$ cat config.mk
export PLATFORM = sky130hd
export DESIGN_NAME = ahb_m2s_pipelined_mux_flat
export DESIGN_NICKNAME = d
export VERILOG_FILES = /design/src/rtl/ahb_m2s_pipelined_mux_if.sv /design/src/rtl/ahb_m2s_pipelined_mux.sv /design/src/flat_wrapper.sv
export SDC_FILE = /design/constraint.sdc
export NUM_CORES = 1
export LEC_CHECK = 0
export BUFFER_PORTS_ARGS = -buffer_cell sky130_fd_sc_hd__buf_2
export CAP_MARGIN = 15
export CORE_AREA = 5 5 152 154
export DETAILED_ROUTE_END_ITERATION = 10
export DIE_AREA = 0 0 157 159
export HOLD_SLACK_MARGIN = 0.12
export PLACE_DENSITY_LB_ADDON = 0.3
export SLEW_MARGIN = 25
export SYNTH_ARGS = -nofsm -noshare
export SYNTH_HDL_FRONTEND = slang
export SYNTH_SLANG_ARGS = --single-unit
export TNS_END_PERCENT = 5
$ cat constraint.sdc
create_clock -name Hclk -period 3.3 [get_ports Hclk]
set_clock_uncertainty 0.2 [all_clocks]
set_input_delay 0.66 -clock Hclk [delete_from_list [all_inputs] [get_ports Hclk]]
set_output_delay 0.66 -clock Hclk [all_outputs]
set_load 0.05 [all_outputs]
$ cat src/rtl/ahb_m2s_pipelined_mux_if.sv
// Bus bundle for the AHB master-to-slave pipelined mux.
// Optional M2S_PERF_CNT_EN adds the beat-counter clear input and counter outputs.
interface ahb_m2s_pipelined_mux_if #(
    parameter int NUM_MASTERS = 4,
    parameter int ADDR_WIDTH  = 32,
    parameter int DATA_WIDTH  = 32
);
    localparam int MW = $clog2(NUM_MASTERS);
    localparam int SW = DATA_WIDTH / 8;

    logic [MW-1:0]                          Hmaster;
    logic                                   Hready;
    logic [NUM_MASTERS-1:0][ADDR_WIDTH-1:0] Haddr_M;
    logic [NUM_MASTERS-1:0][1:0]            Htrans_M;
    logic [NUM_MASTERS-1:0]                 Hwrite_M;
    logic [NUM_MASTERS-1:0][2:0]            Hsize_M;
    logic [NUM_MASTERS-1:0][2:0]            Hburst_M;
    logic [NUM_MASTERS-1:0]                 Hmastlock_M;
    logic [NUM_MASTERS-1:0][SW-1:0]         Hstrob_M;
    logic [NUM_MASTERS-1:0][DATA_WIDTH-1:0] Hwdata_M;

    logic [ADDR_WIDTH-1:0]                  Haddr;
    logic [1:0]                             Htrans;
    logic                                   Hwrite;
    logic [2:0]                             Hsize;
    logic [2:0]                             Hburst;
    logic                                   Hmastlock;
    logic [SW-1:0]                          Hstrob;
    logic [DATA_WIDTH-1:0]                  Hwdata;
    logic [MW-1:0]                          Hmaster_D;
    logic                                   Hdphase_vld;
    logic                                   Hhandover_err;
`ifdef M2S_PERF_CNT_EN
    logic                                   Hcnt_clr;
    logic [NUM_MASTERS-1:0][31:0]           Hbeat_cnt;
`endif

    modport master (
`ifdef M2S_PERF_CNT_EN
        output Hcnt_clr,
        input  Hbeat_cnt,
`endif
        output Hmaster, Hready, Haddr_M, Htrans_M, Hwrite_M, Hsize_M, Hburst_M,
               Hmastlock_M, Hstrob_M, Hwdata_M,
        input  Haddr, Htrans, Hwrite, Hsize, Hburst, Hmastlock, Hstrob, Hwdata,
               Hmaster_D, Hdphase_vld, Hhandover_err
    );

    modport slave (
`ifdef M2S_PERF_CNT_EN
        input  Hcnt_clr,
        output Hbeat_cnt,
`endif
        input  Hmaster, Hready, Haddr_M, Htrans_M, Hwrite_M, Hsize_M, Hburst_M,
               Hmastlock_M, Hstrob_M, Hwdata_M,
        output Haddr, Htrans, Hwrite, Hsize, Hburst, Hmastlock, Hstrob, Hwdata,
               Hmaster_D, Hdphase_vld, Hhandover_err
    );
endinterface

$ cat src/rtl/ahb_m2s_pipelined_mux.sv
// AHB master-to-slave mux: address phase follows Hmaster, write data follows the registered
// data-phase owner. Define M2S_PERF_CNT_EN to add saturating per-master beat counters.
module ahb_m2s_pipelined_mux #(
    parameter int NUM_MASTERS = 4,
    parameter int ADDR_WIDTH  = 32,
    parameter int DATA_WIDTH  = 32
) (
    input logic                    Hclk,
    input logic                    Hresetn,
    ahb_m2s_pipelined_mux_if.slave bus
);
    localparam int MW = $clog2(NUM_MASTERS);
    localparam int SW = DATA_WIDTH / 8;
    localparam logic [1:0] HTRANS_IDLE = 2'b00;
    localparam logic [1:0] HTRANS_SEQ  = 2'b11;

    logic [ADDR_WIDTH-1:0] haddr_s;
    logic [1:0]            htrans_s;
    logic                  hwrite_s;
    logic [2:0]            hsize_s;
    logic [2:0]            hburst_s;
    logic                  hmastlock_s;
    logic [SW-1:0]         hstrob_s;
    logic [DATA_WIDTH-1:0] hwdata_s;
    logic                  handover_err_d;

    // hmaster_d_q doubles as the previous accepted address-phase owner for the handover check
    logic [MW-1:0]         hmaster_d_q;
    logic                  dphase_vld_q;
    logic                  lock_active_q;
    logic                  handover_err_q;

    // Address-phase AND-OR select; an index with no matching master leaves everything zero (IDLE)
    always_comb begin
        haddr_s     = '0;
        htrans_s    = HTRANS_IDLE;
        hwrite_s    = 1'b0;
        hsize_s     = 3'b000;
        hburst_s    = 3'b000;
        hmastlock_s = 1'b0;
        for (int i = 0; i < NUM_MASTERS; i++) begin
            haddr_s     = haddr_s     | ({ADDR_WIDTH{bus.Hmaster == MW'(i)}} & bus.Haddr_M[i]);
            htrans_s    = htrans_s    | ({2{bus.Hmaster == MW'(i)}} & bus.Htrans_M[i]);
            hwrite_s    = hwrite_s    | ((bus.Hmaster == MW'(i)) & bus.Hwrite_M[i]);
            hsize_s     = hsize_s     | ({3{bus.Hmaster == MW'(i)}} & bus.Hsize_M[i]);
            hburst_s    = hburst_s    | ({3{bus.Hmaster == MW'(i)}} & bus.Hburst_M[i]);
            hmastlock_s = hmastlock_s | ((bus.Hmaster == MW'(i)) & bus.Hmastlock_M[i]);
        end
    end

    // Data-phase select by registered owner, gated by an active data phase
    always_comb begin
        hwdata_s = '0;
        hstrob_s = '0;
        for (int i = 0; i < NUM_MASTERS; i++) begin
            hwdata_s = hwdata_s | ({DATA_WIDTH{dphase_vld_q && (hmaster_d_q == MW'(i))}} & bus.Hwdata_M[i]);
            hstrob_s = hstrob_s | ({SW{dphase_vld_q && (hmaster_d_q == MW'(i))}} & bus.Hstrob_M[i]);
        end
    end

    // Illegal handover: new owner opens with SEQ, or a locked active sequence is abandoned
    always_comb begin
        handover_err_d = 1'b0;
        if (bus.Hready) begin
            handover_err_d = (bus.Hmaster != hmaster_d_q) &&
                             ((htrans_s == HTRANS_SEQ) || lock_active_q);
        end else begin
            handover_err_d = 1'b0;
        end
    end

    // Data-phase owner and handover history, advanced only on accepting edges
    always_ff @(posedge Hclk or negedge Hresetn) begin
        if (!Hresetn) begin
            hmaster_d_q    <= '0;
            dphase_vld_q   <= 1'b0;
            lock_active_q  <= 1'b0;
            handover_err_q <= 1'b0;
        end else begin
            handover_err_q <= handover_err_d;
            if (bus.Hready) begin
                hmaster_d_q   <= bus.Hmaster;
                dphase_vld_q  <= htrans_s[1];
                lock_active_q <= hmastlock_s && (htrans_s != HTRANS_IDLE);
            end
        end
    end

    assign bus.Haddr         = haddr_s;
    assign bus.Htrans        = htrans_s;
    assign bus.Hwrite        = hwrite_s;
    assign bus.Hsize         = hsize_s;
    assign bus.Hburst        = hburst_s;
    assign bus.Hmastlock     = hmastlock_s;
    assign bus.Hwdata        = hwdata_s;
    assign bus.Hstrob        = hstrob_s;
    assign bus.Hmaster_D     = hmaster_d_q;
    assign bus.Hdphase_vld   = dphase_vld_q;
    assign bus.Hhandover_err = handover_err_q;

`ifdef M2S_PERF_CNT_EN
    logic [NUM_MASTERS-1:0][31:0] beat_cnt_d;
    logic [NUM_MASTERS-1:0][31:0] beat_cnt_q;

    // Saturating beat counters; clear wins over increment
    always_comb begin
        beat_cnt_d = beat_cnt_q;
        if (bus.Hcnt_clr) begin
            beat_cnt_d = '0;
        end else begin
            for (int i = 0; i < NUM_MASTERS; i++) begin
                if (bus.Hready && htrans_s[1] && (bus.Hmaster == MW'(i)) &&
                    (beat_cnt_q[i] != 32'hFFFF_FFFF)) begin
                    beat_cnt_d[i] = beat_cnt_q[i] + 32'd1;
                end else begin
                    beat_cnt_d[i] = beat_cnt_q[i];
                end
            end
        end
    end

    // Counter state
    always_ff @(posedge Hclk or negedge Hresetn) begin
        if (!Hresetn) begin
            beat_cnt_q <= '0;
        end else begin
            beat_cnt_q <= beat_cnt_d;
        end
    end

    assign bus.Hbeat_cnt = beat_cnt_q;
`endif
endmodule

$ cat src/flat_wrapper.sv
// flat-port wrapper written by rule: the top's interface ports become plain ports
module ahb_m2s_pipelined_mux_flat 
#(
    parameter int NUM_MASTERS = 4,
    parameter int ADDR_WIDTH  = 32,
    parameter int DATA_WIDTH  = 32
)
  (Hclk, Hresetn, bus_Hmaster, bus_Hready, bus_Haddr_M, bus_Htrans_M, bus_Hwrite_M, bus_Hsize_M, bus_Hburst_M, bus_Hmastlock_M, bus_Hstrob_M, bus_Hwdata_M, bus_Haddr, bus_Htrans, bus_Hwrite, bus_Hsize, bus_Hburst, bus_Hmastlock, bus_Hstrob, bus_Hwdata, bus_Hmaster_D, bus_Hdphase_vld, bus_Hhandover_err);
  ahb_m2s_pipelined_mux_if #(.NUM_MASTERS(NUM_MASTERS), .ADDR_WIDTH(ADDR_WIDTH), .DATA_WIDTH(DATA_WIDTH)) bus_i ();
  input logic Hclk;
  input logic Hresetn;
  input wire logic [$bits(bus_i.Hmaster)-1:0] bus_Hmaster;
  input wire logic [$bits(bus_i.Hready)-1:0] bus_Hready;
  input wire logic [$bits(bus_i.Haddr_M)-1:0] bus_Haddr_M;
  input wire logic [$bits(bus_i.Htrans_M)-1:0] bus_Htrans_M;
  input wire logic [$bits(bus_i.Hwrite_M)-1:0] bus_Hwrite_M;
  input wire logic [$bits(bus_i.Hsize_M)-1:0] bus_Hsize_M;
  input wire logic [$bits(bus_i.Hburst_M)-1:0] bus_Hburst_M;
  input wire logic [$bits(bus_i.Hmastlock_M)-1:0] bus_Hmastlock_M;
  input wire logic [$bits(bus_i.Hstrob_M)-1:0] bus_Hstrob_M;
  input wire logic [$bits(bus_i.Hwdata_M)-1:0] bus_Hwdata_M;
  output wire logic [$bits(bus_i.Haddr)-1:0] bus_Haddr;
  output wire logic [$bits(bus_i.Htrans)-1:0] bus_Htrans;
  output wire logic [$bits(bus_i.Hwrite)-1:0] bus_Hwrite;
  output wire logic [$bits(bus_i.Hsize)-1:0] bus_Hsize;
  output wire logic [$bits(bus_i.Hburst)-1:0] bus_Hburst;
  output wire logic [$bits(bus_i.Hmastlock)-1:0] bus_Hmastlock;
  output wire logic [$bits(bus_i.Hstrob)-1:0] bus_Hstrob;
  output wire logic [$bits(bus_i.Hwdata)-1:0] bus_Hwdata;
  output wire logic [$bits(bus_i.Hmaster_D)-1:0] bus_Hmaster_D;
  output wire logic [$bits(bus_i.Hdphase_vld)-1:0] bus_Hdphase_vld;
  output wire logic [$bits(bus_i.Hhandover_err)-1:0] bus_Hhandover_err;
  assign bus_i.Hmaster = bus_Hmaster;
  assign bus_i.Hready = bus_Hready;
  assign bus_i.Haddr_M = bus_Haddr_M;
  assign bus_i.Htrans_M = bus_Htrans_M;
  assign bus_i.Hwrite_M = bus_Hwrite_M;
  assign bus_i.Hsize_M = bus_Hsize_M;
  assign bus_i.Hburst_M = bus_Hburst_M;
  assign bus_i.Hmastlock_M = bus_Hmastlock_M;
  assign bus_i.Hstrob_M = bus_Hstrob_M;
  assign bus_i.Hwdata_M = bus_Hwdata_M;
  assign bus_Haddr = bus_i.Haddr;
  assign bus_Htrans = bus_i.Htrans;
  assign bus_Hwrite = bus_i.Hwrite;
  assign bus_Hsize = bus_i.Hsize;
  assign bus_Hburst = bus_i.Hburst;
  assign bus_Hmastlock = bus_i.Hmastlock;
  assign bus_Hstrob = bus_i.Hstrob;
  assign bus_Hwdata = bus_i.Hwdata;
  assign bus_Hmaster_D = bus_i.Hmaster_D;
  assign bus_Hdphase_vld = bus_i.Hdphase_vld;
  assign bus_Hhandover_err = bus_i.Hhandover_err;
  ahb_m2s_pipelined_mux #(.NUM_MASTERS(NUM_MASTERS), .ADDR_WIDTH(ADDR_WIDTH), .DATA_WIDTH(DATA_WIDTH)) u_core (.Hclk(Hclk), .Hresetn(Hresetn), .bus(bus_i));
endmodule
* Word level (Yosys, flattened, before mapping) *
Cells that the tools add are included.
W data, S select, Z words.

storage, ports and cells
  flip-flop bits (word level) = 5
  bits of input ports = 317
  output and inout bits = 82
  word-level logic and storage cells = 79

cells by class
  equal/unequal tests = 8
  mux-type cells = 1
  bitwise gates (word level) = 56
  reductions and logical operators = 10

operator list
  operator              count
  $and A32 B32 Y32      8
  $or A32 B32 Y32       6
  $and A3 B3 Y3         8
  $or A3 B3 Y3          6
  $and A4 B4 Y4         4
  $or A4 B4 Y4          3
  $eq A2 B2 Y1 const B  5
  $and A1 B1 Y1         8
  $and A2 B2 Y2         4
  $logic_and A1 B1 Y1   6
  $or A1 B1 Y1          6
  $or A2 B2 Y2          3
  $eq A2 B1 Y1 const B  2
  $logic_not A2 Y1      2
  $ne A2 B2 Y1          1
  $reduce_bool A2 Y1    1
  $logic_or A1 B1 Y1    1
  $mux W1               1

* Depth between registers and ports, before layout *
Gate-level depths: netlist of run 1.

  word-level depth = 9
  mapped depth = 5
  gate-level depth less buffers = 3

* Least setup slack after synthesis of run 1 *
Ideal clock, no wire load.

  path kind = register -> output
  start = register u_core.hmaster_d_q[0], in the netlist u_core.bus.Hmaster_D[0]
  end = output port bus_Hwdata[10]
  data arrival time = 1,865 ps
  required time = 2,440 ps
  slack = 575 ps
  stages on the path, launching flop included = 4
  path buffers = 1
  cells stage by stage = dfrtp_1 buf_2 mux4_2 and2_1

on the way
  cells in the longest elaborated chain, start to end = 6
  elaborated cells between the ends (all ways) = 15
  those cells by class = eq/ne (3); bitwise (7); reduce/logical (5)

ends and longest elaborated chain
  item                                              line                         text
  start: declaration                                ahb_m2s_pipelined_mux.sv:28  logic [MW-1:0] hmaster_d_q;
  start signal: assignment                          ahb_m2s_pipelined_mux.sv:82  hmaster_d_q <= bus.Hmaster;
  $eq A2 B1 Y1 or $logic_not A2 Y1 (tied branches)  ahb_m2s_pipelined_mux.sv:56  hwdata_s = hwdata_s | ({DATA_WIDTH{dphase_vld_q && (hmaster_d_q == MW'(i))}} & bus.Hwdata_M[i]);
  $logic_and A1 B1 Y1                               ahb_m2s_pipelined_mux.sv:56
  $and A32 B32 Y32                                  ahb_m2s_pipelined_mux.sv:56
  $or A32 B32 Y32 (2 in a row)                      ahb_m2s_pipelined_mux.sv:56
  $or A32 B32 Y32 *                                 ahb_m2s_pipelined_mux.sv:56
  end: declaration                                  flat_wrapper.sv:29           output wire logic [$bits(bus_i.Hwdata)-1:0] bus_Hwdata;

Mark *: on every way between the ends. The rest lies on a longest branch, timed or not.

* Worst setup path after layout of run 1 *
  start = input port bus_Hmaster[0]
  end = output port bus_Htrans[1]

on the way
  cells in the longest elaborated chain, start to end = 5
  elaborated cells between the ends (all ways) = 11
  those cells by class = eq/ne (3); bitwise (7); reduce/logical (1)

ends and longest elaborated chain
  item                                              line                         text
  start: declaration                                flat_wrapper.sv:12           input wire logic [$bits(bus_i.Hmaster)-1:0] bus_Hmaster;
  $eq A2 B1 Y1 or $logic_not A2 Y1 (tied branches)  ahb_m2s_pipelined_mux.sv:43  htrans_s = htrans_s | ({2{bus.Hmaster == MW'(i)}} & bus.Htrans_M[i]);
  $and A2 B2 Y2                                     ahb_m2s_pipelined_mux.sv:43
  $or A2 B2 Y2 (2 in a row)                         ahb_m2s_pipelined_mux.sv:43
  $or A2 B2 Y2 *                                    ahb_m2s_pipelined_mux.sv:43
  end: declaration                                  flat_wrapper.sv:23           output wire logic [$bits(bus_i.Htrans)-1:0] bus_Htrans;

Marked as above.

==> impl_metrics.json, run 1 <==
{
  "status": "completed",
  "cts_tree": "yes",
  "syn_nets": 468,
  "ys_seq_area_share_pct": 5.38,
  "cp_slowest_stage_delay_ns": 0.59,
  "post-route-period-util_pct": 83.8,
  "grt_pass1_vias": 3816,
  "clock_sinks": 5,
  "cp.required_ns": 2.44,
  "slew_viol_final": 0,
  "ys_types": 17,
  "crit_slowest_cell": "mux4_2",
  "cp_max_fo": 37,
  "ys.flop_type": "dfrtp_1",
  "rsz0062_at_grt": "false",
  "htreeDepth": 1,
  "area_delta_synth_final_pct": 104,
  "ir_drop_uv": 116,
  "relSlewSlack_pct": 63.6,
  "drt-initial-drc-count": 144,
  "cp_num_buf_inv": 3,
  "vias_per_cell": 3.95,
  "path_clk_slew_ns": 0.03,
  "ant_nets": 0,
  "clockBufferDepth": 2,
  "dieArea_um2": 25000,
  "die_w_um": 157,
  "antenna_found_initial": 0,
  "ys_async_sr_fraction_pct": 100,
  "tightestPinTransition_ns": 0.546,
  "first_pass_iters": 4,
  "p_per_area_nw_per_um2": 302,
  "grt_overflow_total": 0,
  "grt_pass1_wl_um": 20700,
  "cts_made_buffers": 3,
  "cap_viol_max_count": 0,
  "fillers": 2374,
  "gp_congestion": 0.803,
  "post_cts_buffers": 0,
  "synthTopCellsByCount": "mux4_2, and2_1, buf_2, clkbuf_1, dfrtp_1",
  "drive_gt1_share_pct": 91.0,
  "seq_area_um2": 128,
  "yosysWarnings": 0,
  "pin_count": 399,
  "end_kind": "primary output",
  "drc": 0,
  "avgSynthCellArea_um2": 15.4,
  "rows": 54,
  "nNetsFinal": 861,
  "initial_core_util_pct": 10.8,
  "num_vias": 3247,
  "hp-class": "flip-flop to flip-flop",
  "tns_ns": 0,
  "synth_area_um2": 2320,
  "die_h_um": 159,
  "rr_worst_depth": 4,
  "path_depth": 4,
  "grt_start_max_net_pins": 40,
  "cts_hold_buffers": 1,
  "routedWlPerCell_um": 17.4,
  "synth_seq_cells": 5,
  "cts_root_buf": "clkbuf_16",
  "max_freq_mhz": 362,
  "post-dp-hpwl_um": 13200,
  "leakagePower_nw": 2.38,
  "core_um2": 21600,
  "min_period_ns": 2.77,
  "path_class": "input port to primary output",
  "multi_input_area_um2": 2060,
  "hold_slack_ns": 0.324,
  "path_cells": "buf_2, buf_12, mux4_2, buf_2",
  "yosys-top-cells-area": "mux4_2, and2_1, dfrtp_1",
  "track_usage_pct": 10.6,
  "yosysMostFrequentCell": "mux4_2",
  "critPathLaunchType": "input port",
  "setup_viol_count_final": 0,
  "synth_cells": 151,
  "hold_violations": 0,
  "routed_wl_um": 14300,
  "diodes": 0,
  "numPortBuffers": 398,
  "synth_top_area_share_pct": 75.6,
  "arrival_ns": 1.91,
  "cpMostUsedCell": "buf_2",
  "yosysTopAreaCell": "mux4_2",
  "clkLatencyLatePin_ns": 0.22,
  "synth-edff-count": 0,
  "hold_path_depth": 1,
  "cp_top_family": "buffers and inverters",
  "post_cts_resized": 0
}
==> worst register-to-register path: cells and delay by family, from the launching register on <==
kind            cells  cell delay, ns
buf+inv             1            0.43
flops               1            0.33
compound gates      1            0.17
xor+xnor            1            0.12
simple gates        1            0.07
==> layout by cell type (no fill, tap or decap) <==
cell	instances
a21oi_1	1
and2_1	36
buf_12	3
buf_2	398
buf_4	7
clkbuf_1	1
clkbuf_16	3
dfrtp_1	3
dfrtp_2	2
dlygate4sd3_1	1
inv_1	1
mux2_2	3
mux4_2	78
nor2_1	1
o211ai_1	1
o21ai_0	2
xor2_1	2
==> power breakdown <==
group	switching, mW	internal [mW]	total [mW]	leakage [nW]
sequential	0.00385	0.0696	0.0735	0.0588
combinational	0.707	0.454	1.16	2.29
clock	0.0357	0.160	0.195	0.0382
==> state kept, by name, summed over array words and instances (netlist names) <==
register,count
u_core.bus.Hdphase_vld,1
u_core.bus.Hmaster_D,2
u_core.bus.Hhandover_err,1
u_core.lock_active_q,1
==> final timing paths <==
path / startpoint / to / slack [ns]
max in group asynchronous: Hresetn / u_core.bus.Hmaster_D[1] / 2.15
max reg2reg: u_core.bus.Hmaster_D[1] / u_core.bus.Hhandover_err / 1.87
min reg2reg: u_core.bus.Hdphase_vld / u_core.bus.Hdphase_vld / 0.32
min: u_core.bus.Hdphase_vld / u_core.bus.Hdphase_vld / 0.32
min in group asynchronous: Hresetn / u_core.bus.Hhandover_err / 0.60
max: bus_Hmaster[0] / bus_Htrans[1] / 0.53
==> cell type report <==
cell class,instances,area share [%]
clock buffer,4,1.66
sequential,5,2.70
tap,280,7.40
timing repair buffer,409,44.7
inverter,1,0.0793
multi-input combinational,124,43.5
==> metal layers <==
layer	routed length [um]	GRT usage, %	share of wire, %
met1	4190	10.0	29
met2	8100	22.0	57
met3	1840	3.13	13
met4	194	1.66	1.4
met5	0	0	0
==> through the flow <==
step	power (mW)	instance area (um^2)	util, %	instances	setup slack, ns
after detailed placement	1.25	4650	21.6	818	0.512
after global placement	1.25	4650	21.6	818	0.511
after global routing	1.51	4730	22.0	823	0.448
final	1.43	4730	22.0	823	0.535
after floorplan	0.886	2320	-	151	0.575
after CTS	1.46	4730	22.0	823	0.512
==> kinds of logic (layout without fill, tap and decap cells) <==
kind of cell    after synthesis  count (layout)  share of synthesized area (%)
compound gates                4               4                          0.969
xor+xnor                      2               2                          0.754
buf+inv                      22             414                           6.03
flops                         5               5                           5.38
mux                          81              81                           77.0
simple gates                 37              37                           9.85
Note: power is estimated with default switching activity, not from simulation.
==> run 2, diff against run 1 <==
Settings changed: CORE_AREA 5 5 152 154 to 5 5 153 155, DIE_AREA 0 0 157 159 to 0 0 158 160.
Clock period 3.3 ns to 2.7 ns, I/O delays scaled along.
==> run 2 against run 1 <==
Effect of this change: final cell count grew 0.73%; worst hold slack lost 0.037 ns; core utilization grew 0.12 points; die area grew 1.3%; design area grew 1.2%; largest power group unchanged.
==> impl_metrics.json, run 2 (synthesized netlist as in run 1, its figures left out) <==
{
  "status": "completed",
  "cts_tree": "yes",
  "nNetsFinal": 867,
  "rows": 54,
  "post-dp-hpwl_um": 13300,
  "hp-class": "flip-flop to flip-flop",
  "clock_sinks": 5,
  "tightestPinTransition_ns": 0.374,
  "pin_count": 399,
  "p_per_area_nw_per_um2": 366,
  "p_total_mw": 1.75,
  "htreeDepth": 1,
  "core_um2": 21700,
  "p_int_mw": 0.845,
  "path_class": "flip-flop to primary output",
  "combPwrFrac_pct": 81.0,
  "numPortBuffers": 398,
  "rr_worst_depth": 4,
  "crit_slowest_cell": "mux4_2",
  "rr_startpoint": "u_core.bus.Hmaster_D[0]",
  "dieArea_um2": 25300,
  "layout_common_cells": "buf_2, mux4_2, and2_1",
  "clkPwrFrac_pct": 13.6,
  "largest_register_ffs": 2,
  "reg2reg_to": "u_core.bus.Hhandover_err",
  "arrival_ns": 1.87,
  "setup_viol_count_final": 0,
  "ant_nets": 0,
  "power_frac_seq_pct": 5.4,
  "vias_per_cell": 3.99,
  "critPathLaunchType": "flip-flop",
  "post-route-util_pct": 22.1,
  "min_period_ns": 2.61,
  "grt_pass1_vias": 3783,
  "grt_pass1_wl_um": 20400,
  "drt-initial-drc-count": 72,
  "routed_wl_um": 14300,
  "routedWlPerCell_um": 17.3,
  "grt_start_max_net_pins": 39,
  "gp_congestion": 0.902,
  "cp_slowest_stage_delay_ns": 0.51,
  "first_pass_iters": 4,
  "drc": 0,
  "layout_commonest_cell": "buf_2",
  "fin_area_um2": 4790,
  "cts_made_buffers": 3,
  "startpoint": "u_core.bus.Hmaster_D[0]",
  "leakagePower_nw": 2.42,
  "drive_gt1_share_pct": 90.9,
  "slew_viol_final": 0,
  "area_delta_synth_final_pct": 106,
  "tns_ns": 0,
  "grt_overflow_total": 0,
  "diodes": 0,
  "post_cts_resized": 0,
  "rsz0062_at_grt": "false",
  "hold_path_depth": 2,
  "regToRegSetupSlack_ns": 1.31,
  "cap_viol_max_count": 0,
  "initial_core_util_pct": 10.7,
  "power_switching_mw": 0.907,
  "hold_violations": 0,
  "max_freq_mhz": 383,
  "end_kind": "primary output",
  "clkLatencyLatePin_ns": 0.22,
  "cp.required_ns": 1.96,
  "path_cells": "buf_12, mux4_2, and2_1, buf_2",
  "cts_root_buf": "clkbuf_16",
  "die_h_um": 160,
  "post_dp_cell_area_um2": 4700,
  "relSlewSlack_pct": 75.1,
  "cp-endpoint": "bus_Hwdata[10]",
  "swShare_pct": 51.8,
  "track_usage_pct": 10.3,
  "num_vias": 3305,
  "path_clk_slew_ns": 0.03,
  "clockBufferDepth": 2,
  "ir_drop_uv": 220,
  "post-route-period-util_pct": 96.6,
  "cp_max_fo": 20,
  "antenna_found_initial": 3,
  "die_w_um": 158
}
-- run 2: what timing repair did --
action,4_1_cts,5_1_grt
endpoints found under the hold margin,5,0
buffers inserted,0,0
hold buffers,1,0
-- run 2: critical path, delay by kind of cell, from the launching register on --
kind	cells	cell delay [ns]
simple gates	1	0.18
mux	1	0.51
flops	1	0.48
buf+inv	2	0.44
-- run 2: per-layer routing --
layer  global-route usage, %  part of all wire, %  up-vias
li1                        -                    -     1470
met1                    9.92                   30     1561
met2                    20.9                   55      258
met3                    3.68                   15       14
met4                    1.43                  1.2        2
met5                       0                0.056        -
-- run 2: power by group through the flow --
stage | clock, mW | combinational [mW] | sequential, mW
2_1_floorplan | 0 | 0.965 | 0.118
3_3_place_gp | 0 | 1.44 | 0.0957
3_5_place_dp | 0 | 1.44 | 0.0957
4_1_cts | 0.244 | 1.45 | 0.0950
5_1_grt | 0.253 | 1.51 | 0.0962
6_report | 0.238 | 1.42 | 0.0941
-- run 2: area by class of cell --
| class | count | area, um^2 |
|---|---|---|
| fillers | 2402 | 16900 |
| repair buffers | 415 | 2170 |
| multi-input cells | 124 | 2060 |
| inverters | 1 | 3.75 |
| flip-flops and latches | 5 | 126 |
| well taps | 280 | 350 |
| clock buffers | 4 | 78.8 |
-- run 2: per-stage QoR --
| step | std cells | hold slack (ns) | setup slack, ns |
|---|---|---|---|
| global route | 829 | 0.323 | 0.00388 |
| global placement | 824 | 0.164 | 0.201 |
| finish | 829 | 0.287 | 0.0924 |
| CTS | 829 | 0.294 | 0.0456 |
| floorplan | 151 | 0.0444 | 0.0948 |
| detailed placement | 824 | 0.168 | 0.161 |
-- run 2: worst min path at each step --
stage                              start                  endpoint  slack, ns
floorplan                        Hresetn    u_core.bus.Hdphase_vld       0.04
global placement                 Hresetn    u_core.bus.Hdphase_vld       0.16
detailed placement               Hresetn    u_core.bus.Hdphase_vld       0.17
CTS                 u_core.lock_active_q  u_core.bus.Hhandover_err       0.29
global route        u_core.lock_active_q  u_core.bus.Hhandover_err       0.32
finish              u_core.lock_active_q  u_core.bus.Hhandover_err       0.29
==> run 3, diff against run 2 <==
Settings changed: ABC_AREA set to 1, CORE_AREA 5 5 153 155 to 5 5 152 154, DIE_AREA 0 0 158 160 to 0 0 157 159.
==> run 3 against run 2 <==
Effect of this change: design area decreased by 2.3%; sequential power increased by 1%; critical path depth is 4 higher; register-to-register slack improved by 0.20 ns; global-route usage increased by 1.4 points; count of clock-buffer cells in the layout stayed put; largest cell class unchanged; highest routed layer unchanged.
==> impl_metrics.json, run 3 <==
{
  "ys.flop_type": "dfrtp_1",
  "synth_area_um2": 2310,
  "tns_ns": 0,
  "drive_gt1_share_pct": 52.5,
  "slew_viol_final": 0,
  "first_pass_iters": 5,
  "ys_types": 20,
  "swShare_pct": 57.6,
  "avgSynthCellArea_um2": 5.08,
  "grt_start_max_net_pins": 43,
  "cts_root_buf": "clkbuf_16",
  "clockBufferDepth": 2,
  "antenna_found_initial": 2,
  "ir_drop_uv": 210,
  "drc": 0,
  "post_cts_buffers": 0,
  "rsz0062_at_grt": "false",
  "reg2reg_to": "u_core.bus.Hhandover_err",
  "pre_cts_slack_ns": 0.227,
  "numPortBuffers": 398,
  "largest_register_ffs": 2,
  "grt_pass1_wl_um": 23700,
  "path_clk_slew_ns": 0.03,
  "clock_sinks": 5,
  "p_per_area_nw_per_um2": 333,
  "max_freq_mhz": 401,
  "synth_seq_cells": 5,
  "die_h_um": 159,
  "layout_common_cells": "buf_2, nand2_1, nand4_1",
  "track_usage_pct": 11.7,
  "grt_pass1_vias": 4276,
  "syn_nets": 772,
  "arrival_ns": 1.75,
  "rows": 54,
  "power_frac_seq_pct": 6.1,
  "nNetsFinal": 1154,
  "yosysWarnings": 0,
  "setup_viol_count_final": 0,
  "regToRegSetupSlack_ns": 1.51,
  "area_delta_synth_final_pct": 102,
  "cp.required_ns": 1.96,
  "path_class": "input port to primary output",
  "relSlewSlack_pct": 79.3,
  "gp_congestion": 0.901,
  "synth_cells": 455,
  "yosys-top-cells-area": "nand2_1, nand4_1, buf_6",
  "post-route-period-util_pct": 92.3,
  "initial_core_util_pct": 10.7,
  "p_int_mw": 0.660,
  "rr_worst_depth": 3,
  "end_kind": "primary output",
  "cap_viol_max_count": 0,
  "synth_top_area_share_pct": 45.8,
  "routedWlPerCell_um": 14.5,
  "power_switching_mw": 0.898,
  "rr_startpoint": "u_core.bus.Hmaster_D[0]",
  "min_from": "u_core.lock_active_q",
  "cts_tree": "yes",
  "synth-edff-count": 0,
  "layout_commonest_cell": "buf_2",
  "hold_path_end": "u_core.lock_active_q",
  "synthTopCellsByCount": "nand2_1, nand4_1, nand3_1, buf_6, inv_2",
  "clkPwrFrac_pct": 15.4,
  "critPathLaunchType": "input port",
  "cp_max_fo": 37,
  "leakagePower_nw": 2.62,
  "diodes": 0,
  "num_vias": 4520,
  "ant_nets": 0,
  "die_w_um": 157,
  "dieArea_um2": 25000,
  "tightestPinTransition_ns": 0.311,
  "min_period_ns": 2.49,
  "yosysMostFrequentCell": "nand2_1",
  "pin_count": 399,
  "hp-class": "flip-flop to flip-flop",
  "routed_wl_um": 16200,
  "drt-initial-drc-count": 315,
  "finalWorstSetupSlack_ns": 0.207,
  "cts_made_buffers": 3,
  "status": "completed",
  "grt_overflow_total": 0,
  "clkLatencyLatePin_ns": 0.22,
  "ys_async_sr_fraction_pct": 100,
  "vias_per_cell": 4.05,
  "hold_path_depth": 2,
  "combPwrFrac_pct": 78.5,
  "core_um2": 21600,
  "ys_seq_area_share_pct": 5.41,
  "post-dp-hpwl_um": 13700,
  "yosysTopAreaCell": "nand2_1",
  "hold_violations": 0,
  "htreeDepth": 1
}
[run 3: changes by cell type after synthesis, sizes merged, moves of 6 or more]
cell	before	now
mux4	78	0
and2	36	0
a22oi	0	19
buf	15	32
inv	1	17
nand2	0	283
clkbuf	6	0
nand4	0	56
nand3	0	28
[run 3: critical path: stages]
cell and delay, ns:
buf_2 0.17, inv_2 0.10, nand2_1 0.08, inv_2 0.11, buf_12 0.20, nand2_1 0.08, nand4_1 0.14, buf_2 0.29
[run 3: power groups by stage]
stage | combinational [mW] | sequential [mW] | clock [mW]
2_1_floorplan | 0.768 | 0.111 | 0
3_3_place_gp | 1.23 | 0.0963 | 0
3_5_place_dp | 1.23 | 0.0965 | 0
4_1_cts | 1.23 | 0.0955 | 0.244
5_1_grt | 1.31 | 0.0970 | 0.253
6_report | 1.22 | 0.0954 | 0.240
[run 3: stage by stage]
step,cell area [um^2],util (%),hold slack [ns],power (mW),std cells
floorplan,2310,-,0.0444,0.879,455
global placement,4590,21.3,0.161,1.33,1111
detailed placement,4590,21.3,0.162,1.33,1111
CTS,4680,21.7,0.284,1.57,1116
global route,4680,21.7,0.302,1.66,1116
finish,4680,21.7,0.276,1.56,1116
[run 3: final cells by class]
| cell class | count | area [um^2] |
|---|---|---|
| Fill cell | 2532 | 16900 |
| Timing Repair Buffer | 409 | 2190 |
| Multi-Input combinational cell | 401 | 1870 |
| Tap cell | 280 | 350 |
| Sequential cell | 5 | 128 |
| Clock buffer | 4 | 78.8 |
| Inverter | 17 | 63.8 |
[run 3: metal layers]
metal	routed length, um	GRT usage [%]	share of wire, %	up-vias
met4	171	1.50	1.1	4
met1	6190	14.6	38	2007
met3	1390	1.69	8.6	20
met2	8390	21.6	52	221
li1	-	-	-	2268
met5	21	0	0.13	-
[run 3: worst max path at each step]
| stage | startpoint | to | depth (start not counted) |
|---|---|---|---|
| 2_1_floorplan | u_core.bus.Hdphase_vld | bus_Hwdata[12] | 5 |
| 3_3_place_gp | bus_Hmaster[0] | bus_Haddr[28] | 8 |
| 4_1_cts | u_core.bus.Hmaster_D[0] | bus_Hwdata[0] | 6 |
| 3_5_place_dp | bus_Hmaster[0] | bus_Haddr[28] | 8 |
| 6_report | bus_Hmaster[0] | bus_Haddr[28] | 8 |
| 5_1_grt | u_core.bus.Hmaster_D[0] | bus_Hwdata[24] | 6 |
[run 3: kinds of logic after synthesis]
kind of cell    count (synthesis)  share of synthesized area [%]
simple gates                  374                           70.3
buf+inv                        49                           13.9
compound gates                 25                           9.63
flops                           5                           5.41
xor+xnor                        2                          0.758
[run 3: what timing repair did]
action | in CTS | in global routing
endpoints found under the hold margin | 5 | 0
resized for setup | 0 | 2
hold buffers | 1 | 0
endpoints found under the setup margin | 0 | 3
